File: src/rtl/aes_pkg.sv
// Shared constants and types for the AES-128 key schedule.
// Holds the S-box, the round constants and the FSM state encoding.
package aes_pkg;

  localparam int NR       = 10;
  localparam int NK_WORDS = 4;

  // Forward S-box, entry b is S(b).
  localparam logic [0:255][7:0] SBOX = {
    8'h63, 8'h7c, 8'h77, 8'h7b, 8'hf2, 8'h6b, 8'h6f, 8'hc5,
    8'h30, 8'h01, 8'h67, 8'h2b, 8'hfe, 8'hd7, 8'hab, 8'h76,
    8'hca, 8'h82, 8'hc9, 8'h7d, 8'hfa, 8'h59, 8'h47, 8'hf0,
    8'had, 8'hd4, 8'ha2, 8'haf, 8'h9c, 8'ha4, 8'h72, 8'hc0,
    8'hb7, 8'hfd, 8'h93, 8'h26, 8'h36, 8'h3f, 8'hf7, 8'hcc,
    8'h34, 8'ha5, 8'he5, 8'hf1, 8'h71, 8'hd8, 8'h31, 8'h15,
    8'h04, 8'hc7, 8'h23, 8'hc3, 8'h18, 8'h96, 8'h05, 8'h9a,
    8'h07, 8'h12, 8'h80, 8'he2, 8'heb, 8'h27, 8'hb2, 8'h75,
    8'h09, 8'h83, 8'h2c, 8'h1a, 8'h1b, 8'h6e, 8'h5a, 8'ha0,
    8'h52, 8'h3b, 8'hd6, 8'hb3, 8'h29, 8'he3, 8'h2f, 8'h84,
    8'h53, 8'hd1, 8'h00, 8'hed, 8'h20, 8'hfc, 8'hb1, 8'h5b,
    8'h6a, 8'hcb, 8'hbe, 8'h39, 8'h4a, 8'h4c, 8'h58, 8'hcf,
    8'hd0, 8'hef, 8'haa, 8'hfb, 8'h43, 8'h4d, 8'h33, 8'h85,
    8'h45, 8'hf9, 8'h02, 8'h7f, 8'h50, 8'h3c, 8'h9f, 8'ha8,
    8'h51, 8'ha3, 8'h40, 8'h8f, 8'h92, 8'h9d, 8'h38, 8'hf5,
    8'hbc, 8'hb6, 8'hda, 8'h21, 8'h10, 8'hff, 8'hf3, 8'hd2,
    8'hcd, 8'h0c, 8'h13, 8'hec, 8'h5f, 8'h97, 8'h44, 8'h17,
    8'hc4, 8'ha7, 8'h7e, 8'h3d, 8'h64, 8'h5d, 8'h19, 8'h73,
    8'h60, 8'h81, 8'h4f, 8'hdc, 8'h22, 8'h2a, 8'h90, 8'h88,
    8'h46, 8'hee, 8'hb8, 8'h14, 8'hde, 8'h5e, 8'h0b, 8'hdb,
    8'he0, 8'h32, 8'h3a, 8'h0a, 8'h49, 8'h06, 8'h24, 8'h5c,
    8'hc2, 8'hd3, 8'hac, 8'h62, 8'h91, 8'h95, 8'he4, 8'h79,
    8'he7, 8'hc8, 8'h37, 8'h6d, 8'h8d, 8'hd5, 8'h4e, 8'ha9,
    8'h6c, 8'h56, 8'hf4, 8'hea, 8'h65, 8'h7a, 8'hae, 8'h08,
    8'hba, 8'h78, 8'h25, 8'h2e, 8'h1c, 8'ha6, 8'hb4, 8'hc6,
    8'he8, 8'hdd, 8'h74, 8'h1f, 8'h4b, 8'hbd, 8'h8b, 8'h8a,
    8'h70, 8'h3e, 8'hb5, 8'h66, 8'h48, 8'h03, 8'hf6, 8'h0e,
    8'h61, 8'h35, 8'h57, 8'hb9, 8'h86, 8'hc1, 8'h1d, 8'h9e,
    8'he1, 8'hf8, 8'h98, 8'h11, 8'h69, 8'hd9, 8'h8e, 8'h94,
    8'h9b, 8'h1e, 8'h87, 8'he9, 8'hce, 8'h55, 8'h28, 8'hdf,
    8'h8c, 8'ha1, 8'h89, 8'h0d, 8'hbf, 8'he6, 8'h42, 8'h68,
    8'h41, 8'h99, 8'h2d, 8'h0f, 8'hb0, 8'h54, 8'hbb, 8'h16
  };

  // Round constants; valid for rounds 1..10, zero elsewhere.
  localparam logic [0:15][7:0] RCON = {
    8'h00, 8'h01, 8'h02, 8'h04, 8'h08, 8'h10, 8'h20, 8'h40,
    8'h80, 8'h1b, 8'h36, 8'h00, 8'h00, 8'h00, 8'h00, 8'h00
  };

  typedef enum logic [1:0] {
    IDLE   = 2'd0,
    EXPAND = 2'd1,
    FINISH = 2'd2
  } state_e;

  function automatic logic [7:0] sbox(input logic [7:0] b);
    return SBOX[b];
  endfunction

endpackage

File: src/rtl/aes_key_round.sv
// One AES-128 key expansion step, purely combinational.
// Four S-box lookups on the rotated last word, then a word XOR chain.
module aes_key_round
  import aes_pkg::*;
(
  input  logic [127:0] prev_key,
  input  logic [3:0]   round,
  output logic [127:0] next_key
);

  logic [31:0] w0, w1, w2, w3;
  logic [31:0] rot, sub, t;
  logic [31:0] n0, n1, n2, n3;

  assign w0 = prev_key[127:96];
  assign w1 = prev_key[95:64];
  assign w2 = prev_key[63:32];
  assign w3 = prev_key[31:0];

  assign rot = {w3[23:0], w3[31:24]};

  assign sub[31:24] = sbox(rot[31:24]);
  assign sub[23:16] = sbox(rot[23:16]);
  assign sub[15:8]  = sbox(rot[15:8]);
  assign sub[7:0]   = sbox(rot[7:0]);

  assign t  = sub ^ {RCON[round], 24'h0};
  assign n0 = w0 ^ t;
  assign n1 = w1 ^ n0;
  assign n2 = w2 ^ n1;
  assign n3 = w3 ^ n2;

  assign next_key = {n0, n1, n2, n3};

endmodule

File: src/rtl/aes_key_schedule.sv
// Iterative AES-128 key expansion: one round key per clock.
// Stores rk[0..10] and serves them through a combinational read port.
module aes_key_schedule
  import aes_pkg::*;
(
  input  logic         clk,
  input  logic         rst_n,
  input  logic         start,
  input  logic [127:0] key_in,
  output logic         busy,
  output logic         done,
  output logic         key_valid,
  input  logic [3:0]   rd_idx,
  output logic [127:0] rd_key
);

  state_e       state_q, state_d;
  logic [3:0]   round_q, round_d;
  logic         busy_q, busy_d;
  logic         done_q, done_d;
  logic         valid_q, valid_d;
  logic         load;
  logic         wr;
  logic [127:0] rk_q [0:NR];
  logic [3:0]   src_idx;
  logic [127:0] prev_key;
  logic [127:0] next_key;

  assign src_idx  = round_q - 4'd1;
  assign prev_key = (src_idx <= 4'(NR)) ? rk_q[src_idx] : '0;

  aes_key_round u_round (
    .prev_key (prev_key),
    .round    (round_q),
    .next_key (next_key)
  );

  // Next-state, counter and handshake flag decode.
  always_comb begin
    state_d = state_q;
    round_d = round_q;
    busy_d  = busy_q;
    done_d  = done_q;
    valid_d = valid_q;
    load    = 1'b0;
    wr      = 1'b0;
    unique case (state_q)
      IDLE: begin
        if (start) begin
          state_d = EXPAND;
          round_d = 4'd1;
          busy_d  = 1'b1;
          valid_d = 1'b0;
          load    = 1'b1;
        end
      end
      EXPAND: begin
        wr      = 1'b1;
        round_d = round_q + 4'd1;
        if (round_q == 4'(NR)) begin
          state_d = FINISH;
          busy_d  = 1'b0;
          done_d  = 1'b1;
          valid_d = 1'b1;
        end
      end
      FINISH: begin
        state_d = IDLE;
        done_d  = 1'b0;
      end
      default: state_d = IDLE;
    endcase
  end

  // Control registers with synchronous reset.
  always_ff @(posedge clk) begin
    if (!rst_n) begin
      state_q <= IDLE;
      round_q <= 4'd0;
      busy_q  <= 1'b0;
      done_q  <= 1'b0;
      valid_q <= 1'b0;
    end else begin
      state_q <= state_d;
      round_q <= round_d;
      busy_q  <= busy_d;
      done_q  <= done_d;
      valid_q <= valid_d;
    end
  end

  // Round key bank: cipher key on load, one expanded key per round.
  always_ff @(posedge clk) begin
    if (!rst_n) begin
      for (int i = 0; i <= NR; i++) rk_q[i] <= '0;
    end else if (load) begin
      rk_q[0] <= key_in;
    end else if (wr && round_q <= 4'(NR)) begin
      rk_q[round_q] <= next_key;
    end
  end

  assign rd_key    = (rd_idx <= 4'(NR)) ? rk_q[rd_idx] : '0;
  assign busy      = busy_q;
  assign done      = done_q;
  assign key_valid = valid_q;

endmodule

File: config.mk
export PLATFORM = sky130hd
export DESIGN_NAME = aes_key_schedule
export DESIGN_NICKNAME = d
export VERILOG_FILES = /design/src/rtl/aes_pkg.sv /design/src/rtl/aes_key_round.sv /design/src/rtl/aes_key_schedule.sv
export SDC_FILE = /design/constraint.sdc
export NUM_CORES = 2
export LEC_CHECK = 0
export CAP_MARGIN = 5
export CORE_ASPECT_RATIO = 1.2
export CORE_MARGIN = 2
export CORE_UTILIZATION = 25
export DETAILED_ROUTE_END_ITERATION = 8
export HOLD_SLACK_MARGIN = 0.15
export PLACE_DENSITY = 0.48
export SETUP_SLACK_MARGIN = 0.02
export SLEW_MARGIN = 0
export SYNTH_ARGS = -nofsm -noshare
export SYNTH_HDL_FRONTEND = slang
export SYNTH_SLANG_ARGS = --single-unit
File: constraint.sdc
create_clock -name clk -period 27.1 [get_ports clk]
set_input_delay 2.71 -clock clk [delete_from_list [all_inputs] [get_ports clk]]
set_output_delay 2.71 -clock clk [all_outputs]
set_load 0.1 [all_outputs]
# == Word-level counts from Yosys, hierarchy flattened ==
# Memories as Yosys holds them, arrays and structs flattened.
# Cells that the tools add are included.
# op_classes
n_eq_ne,5
order_cmp,8
n_bitwise,11
n_reduce_logical,9
mux,39
add_sub_neg,2
# op_table
operator,n
128-bit two-way mux,4
32-bit bitwise XOR,5
128-bit OR reduction,1
8-bit two-way mux,10
"9-bit >= comparator, second input constant",4
8-bit inverter with 9-bit output,4
1-bit two-way mux,16
"4-bit less-or-equal comparator, second input constant",3
4-bit two-way mux,2
4-bit case mux with 2 select lines,1
1-bit case mux with 2 select lines,3
2-bit AND reduction,3
"5-bit >= comparator, second input constant",1
4-bit inverter with 5-bit output,1
"4-bit by 1-bit adder with 4-bit output, second input constant",1
"4-bit == test, second input constant",1
2-bit two-way mux,2
"2-bit inequality test, second input constant",2
2-bit case mux with 2 select lines,1
2-bit nonzero test,2
"4-bit by 1-bit subtractor with 4-bit output, second input constant",1
3-bit AND reduction,1
"2-bit by 1-bit == test with 1-bit output, second input constant",1
"2-bit == test, second input constant",1
other kinds (3),3
# totals
romBits,8320
reg_bits,9
ramBits,1408
n_memories,6
output_inout_bits,131
# memory_table
memory,words,word_bits,read_ports,rd_ports_with_merged_regs,write_ports,line_no,source
(no name shown),256,8,1,0,0,aes_pkg.sv:57,return SBOX[b];
(no name shown),256,8,1,0,0,aes_pkg.sv:57,
(no name shown),256,8,1,0,0,aes_pkg.sv:57,
(no name shown),256,8,1,0,0,aes_pkg.sv:57,
rk_q,11,128,2,0,11,aes_key_schedule.sv:24,logic [127:0] rk_q [0:NR];
(no name shown),16,8,1,0,0,aes_key_round.sv:27,"assign t = sub ^ {RCON[round], 24'h0};"

# == Depth between registers and ports, before layout ==
# depth
depth_word,13
depth_mapped,30
depth_no_buf,19

# == Hierarchy ==
# Synthesis repeated with hierarchy kept, for this count alone.
# hier_totals
hier_cells,8298
area_unflattened_um2,95401.5
# modules_own_cells
module,area_each_um2,cells_each,n_inst,seq_area_each_um2
aes_key_schedule,78821.8,5888,1,45023.2
aes_key_round,16579.7,2410,1,0.0

# == Worst setup path after synthesis ==
# No wires, ideal clock.
# synth_timing
path_kind,input -> register
start,input rst_n
end,memory rk_q[11][0] (enable)
t_arrival_ps,12243
slack_ps,14085
path_buffers,1
cell_stages,6
setup_ps,772
required_time_ps,26328
cell_sequence,clkbuf_1 inv_1 nor2_1 and3_1 nand2_1 nor3_1
# synth_rtl
element,line_no,source
"start, declared",aes_key_schedule.sv:7,"input logic rst_n,"
"end, declared",aes_key_schedule.sv:24,

# == Worst setup path in the final report ==
# layout_timing
start,input rd_idx[0]
end,output rd_key[26]
# layout_between
elab_chain_len,2
elab_cells_between_ends,3
cone_classes,1 x order compare; 1 x mux; 1 x memory
# layout_lines
element,line_no,source
"start, declared",aes_key_schedule.sv:13,"input logic [3:0] rd_idx,"
memory read 11 x 128 bit / 4-bit less-or-equal comparator (equally long branches),--,
128-bit two-way mux *,aes_key_schedule.sv:103,assign rd_key = (rd_idx <= 4'(NR)) ? rk_q[rd_idx] : '0;
"end, declared",aes_key_schedule.sv:14,output logic [127:0] rd_key
# Every way passes the cells marked *; elsewhere a longest branch is shown, timed or not.

==> results by stage <==
Clock tree:
- Clock-pin slew was measured on the worst setup and hold paths at 70 ps.
- The worst-skew pair later-pin latency is 890 ps.
- After clock tree synthesis, the setup repair step added 0 buffers.
- TritonCTS built the clock tree.
- The H-tree generated during clock tree synthesis spans 4 levels.
- TritonCTS created 168 clock buffers.
- The root buffer cell is clkbuf_16.
- Counting along the longest clock path gives a buffer depth of 4.
- Once the clock tree was built, the resizer swapped 0 gates to a different size.
- Buffers inserted to repair hold after CTS numbered 0.
- The tree built by TritonCTS fans out to 1545 sinks.

Synthesis:
- The dominant cell by count in the synthesized netlist is nor2_1.
- Of all flip-flops after synthesis, the portion carrying an async set or reset was 0.
- By area the synthesized netlist is led by edfxtp_1, mux4_2, nor2_1.
- Counting distinct cell types in the post-synthesis netlist gives 116.
- The synthesized netlist occupies a cell area of 0.0963 mm².
- Synthesis produced 9069 cells.
- The share of synthesized area in the top cell type comes to 0.439.
- Of all cell types, the one taking the most synthesized area is edfxtp_1.
- The share of the Yosys chip area taken by registers is 0.467.
- The net count after synthesis is 9253.
- For this run, the number of Yosys warnings is 0.
- The most used flip-flop cell after synthesis is edfxtp_1.
- The average instance in the mapped netlist occupies 10.6 µm².
- Counting flops with a built-in enable in the synthesized netlist gives 1408.
- The register bit count reported by yosys is 1545.
- In the synthesized netlist, the cells that appear most often are nor2_1, edfxtp_1, nand2_1.

Place:
- The number of instances in the placed design is 14000.
- The final estimated routing congestion in global placement is 0.962.
- During placement, the flow inserted port buffers numbering 265.
- Detailed placement finished with a half-perimeter wire length of 326000 µm.

Floorplanning:
- The core region area is 0.384 mm².
- The full die area is 0.390 mm².
- The floorplan row count is 249.
- The starting density of the core is 0.251.
- The count of boundary I/O pins is 266.
- The floorplan step set the die height to 684 µm.
- The horizontal extent of the die is 571 µm.

Worst setup path:
- The setup path with the least slack is of type input pin to primary output.
- The endpoint type of the worst setup path is a primary output.
- The sort of element at the start of the critical path is an input pin.
- The required time at the endpoint of the critical path is 24390 ps.
- STA puts the critical path data arrival time at 8430 ps.
- The largest fanout on the critical path is 48.

STA:
- Setup violations remaining at the end of the flow were counted as 0.
- In this run the tightest slew margin relative to its limit is 0.0537.
- Across the routed clock network, the largest skew measured is 75.6 ps.
- The transition time at the pin with the least slew margin is 1410 ps.
- The clock period minus final worst setup slack is 11140 ps.
- The accumulated negative setup slack is 0 ps.
- The post-route clock period utilization is 0.411.
- The final count of hold timing violations is 0.
- Setup repair after global routing left no endpoint under its margin.
- The top achievable clock speed is 0.0897 GHz.
- The final hold slack is 478 ps.
- The max-slew violation total from the final report came to 0.

Route:
- The initial DRC count is 11300.
- Dividing the detail-routed wire length by the instance count gives 35.1 µm.
- The number of iterations in the first detailed-routing pass is 6.
- After detailed routing, the number of vias per cell comes to 5.91.
- The count of nets left with antenna violations once routing finished came out at 0.
- Summing over every cut layer, the via total after detailed routing is 84400.
- The post-detailed-route DRC marker count is 0.
- Wires add up to 501000 µm.

GRT:
- The overall routing resource usage is 0.248.
- The first global-routing pass estimated 686000 µm of wire.
- The via count of the first global-routing pass came to 82900.
- The overall overflow remaining after global route is 0.
- The largest net degree at the start of global routing is 81.
- The initial antenna violation count came to 34.

Power and ir drop:
- The total power divided by cell area is 78.3 mW/mm².
- Total power for the finished layout comes to 8.62 mW.
- The static leakage is 36.7 nW.
- The worst-case IR drop observed on VDD is 0.0569 mV.

Finish:
- The final layout net count is 9175.
- The growth of design area from synthesis to finish is 14.3%.
- In the final layout, the share of cells above drive strength 1 is 0.151.
- The filler cells instantiated in the layout total 39800.
- Summing all multi-input logic gate instances after layout gives 0.0472 mm².
- After the flow finishes, the layout carries non-filler instances totaling 14300.
- The area occupied by registers is 0.0450 mm².

Job:
- The reported max-cap violation count is 0.

Hold path:
- The worst min-delay path class is register to register.

Outcome:
- The flow ran to the end, and the final reports show no timing, DRC or antenna violations.
flip-flops by register name, indices dropped and copies added, names as in the netlist:
register,cells
key_valid,1
rk_q,1536
round_q,4
done,1
state_q,2
busy,1
final timing paths:
check / start / endpoint / slack (ps) / cells after the start
worst min-delay path: rk_q[10][119] / rk_q[10][119] / 480 / 2
worst max-delay path: rd_idx[0] / rd_key[26] / 15960 / 9
worst max register to register: round_q[0] / rk_q[7][1] / 16810 / 18
worst min register to register: rk_q[10][119] / rk_q[10][119] / 480 / 2
placed cells by master, fill, tap and decap left out, drive strengths merged, types with 137 or more instances in the layout:
cell type      count
o21ai            563
clkdlybuf4s50    254
clkbuf           232
mux2i            447
a21oi            419
buf              384
xnor2            147
mux4             506
a31oi            137
o211ai           232
nand3            214
nor2            1523
o22ai            146
dfxtp            137
nand2            827
nor3             146
edfxtp          1408
inv              172
area by class of cell:
class | instances | area share
multi-input cells | 6463 | 0.428
flip-flops and latches | 1545 | 0.409
well taps | 5145 | 0.0584
repair buffers | 638 | 0.0499
clock buffers | 232 | 0.0422
inverters | 175 | 0.00604
clock inverters | 66 | 0.00602
diodes | 18 | 0.000409
critical path: stages:
cell	delay, ps
buf_8	330
buf_4	610
buf_4	570
buf_4	790
buf_4	850
mux4_2	350
o21ai_0	80
o21ai_0	650
clkdlybuf4s50_1	1280
stage by stage:
stage	cell area [µm²]	utilization	worst slack, ps
finish	110000	0.287	15960
global route	110000	0.287	15600
CTS	110000	0.287	15730
detailed placement	105000	0.273	15730
global placement	105000	0.273	15740
floorplan	96300	-	14090
power by group:
part / switching, mW / internal (mW) / leakage (nW) / total [mW]
Clock: 1.02 / 1.30 / 2.59 / 2.32
Combinational: 2.56 / 0.923 / 18.7 / 3.48
Sequential: 0.0674 / 2.75 / 15.5 / 2.82
Total: 3.64 / 4.98 / 36.7 / 8.62
layer usage:
metal,GRT usage,vias to the layer above,part of all wire
met2,0.397,5293,0.46
met4,0.151,10,0.070
met5,0,-,0.00013
li1,-,34300,-
met3,0.0508,1065,0.088
met1,0.304,43700,0.38
kinds of logic (layout without fill, tap and decap cells):
| logic type | after synthesis | in the layout | synth area share |
|---|---|---|---|
| buf+inv | 1061 | 1111 | 0.0501 |
| simple gates | 3004 | 3004 | 0.131 |
| flops | 1545 | 1545 | 0.467 |
| other cells | 0 | 18 | 0 |
| fa+ha+maj | 49 | 49 | 0.00636 |
| mux | 985 | 985 | 0.169 |
| compound gates | 2228 | 2228 | 0.156 |
| xor+xnor | 197 | 197 | 0.0207 |
Power figures use the tool's default switching activity.
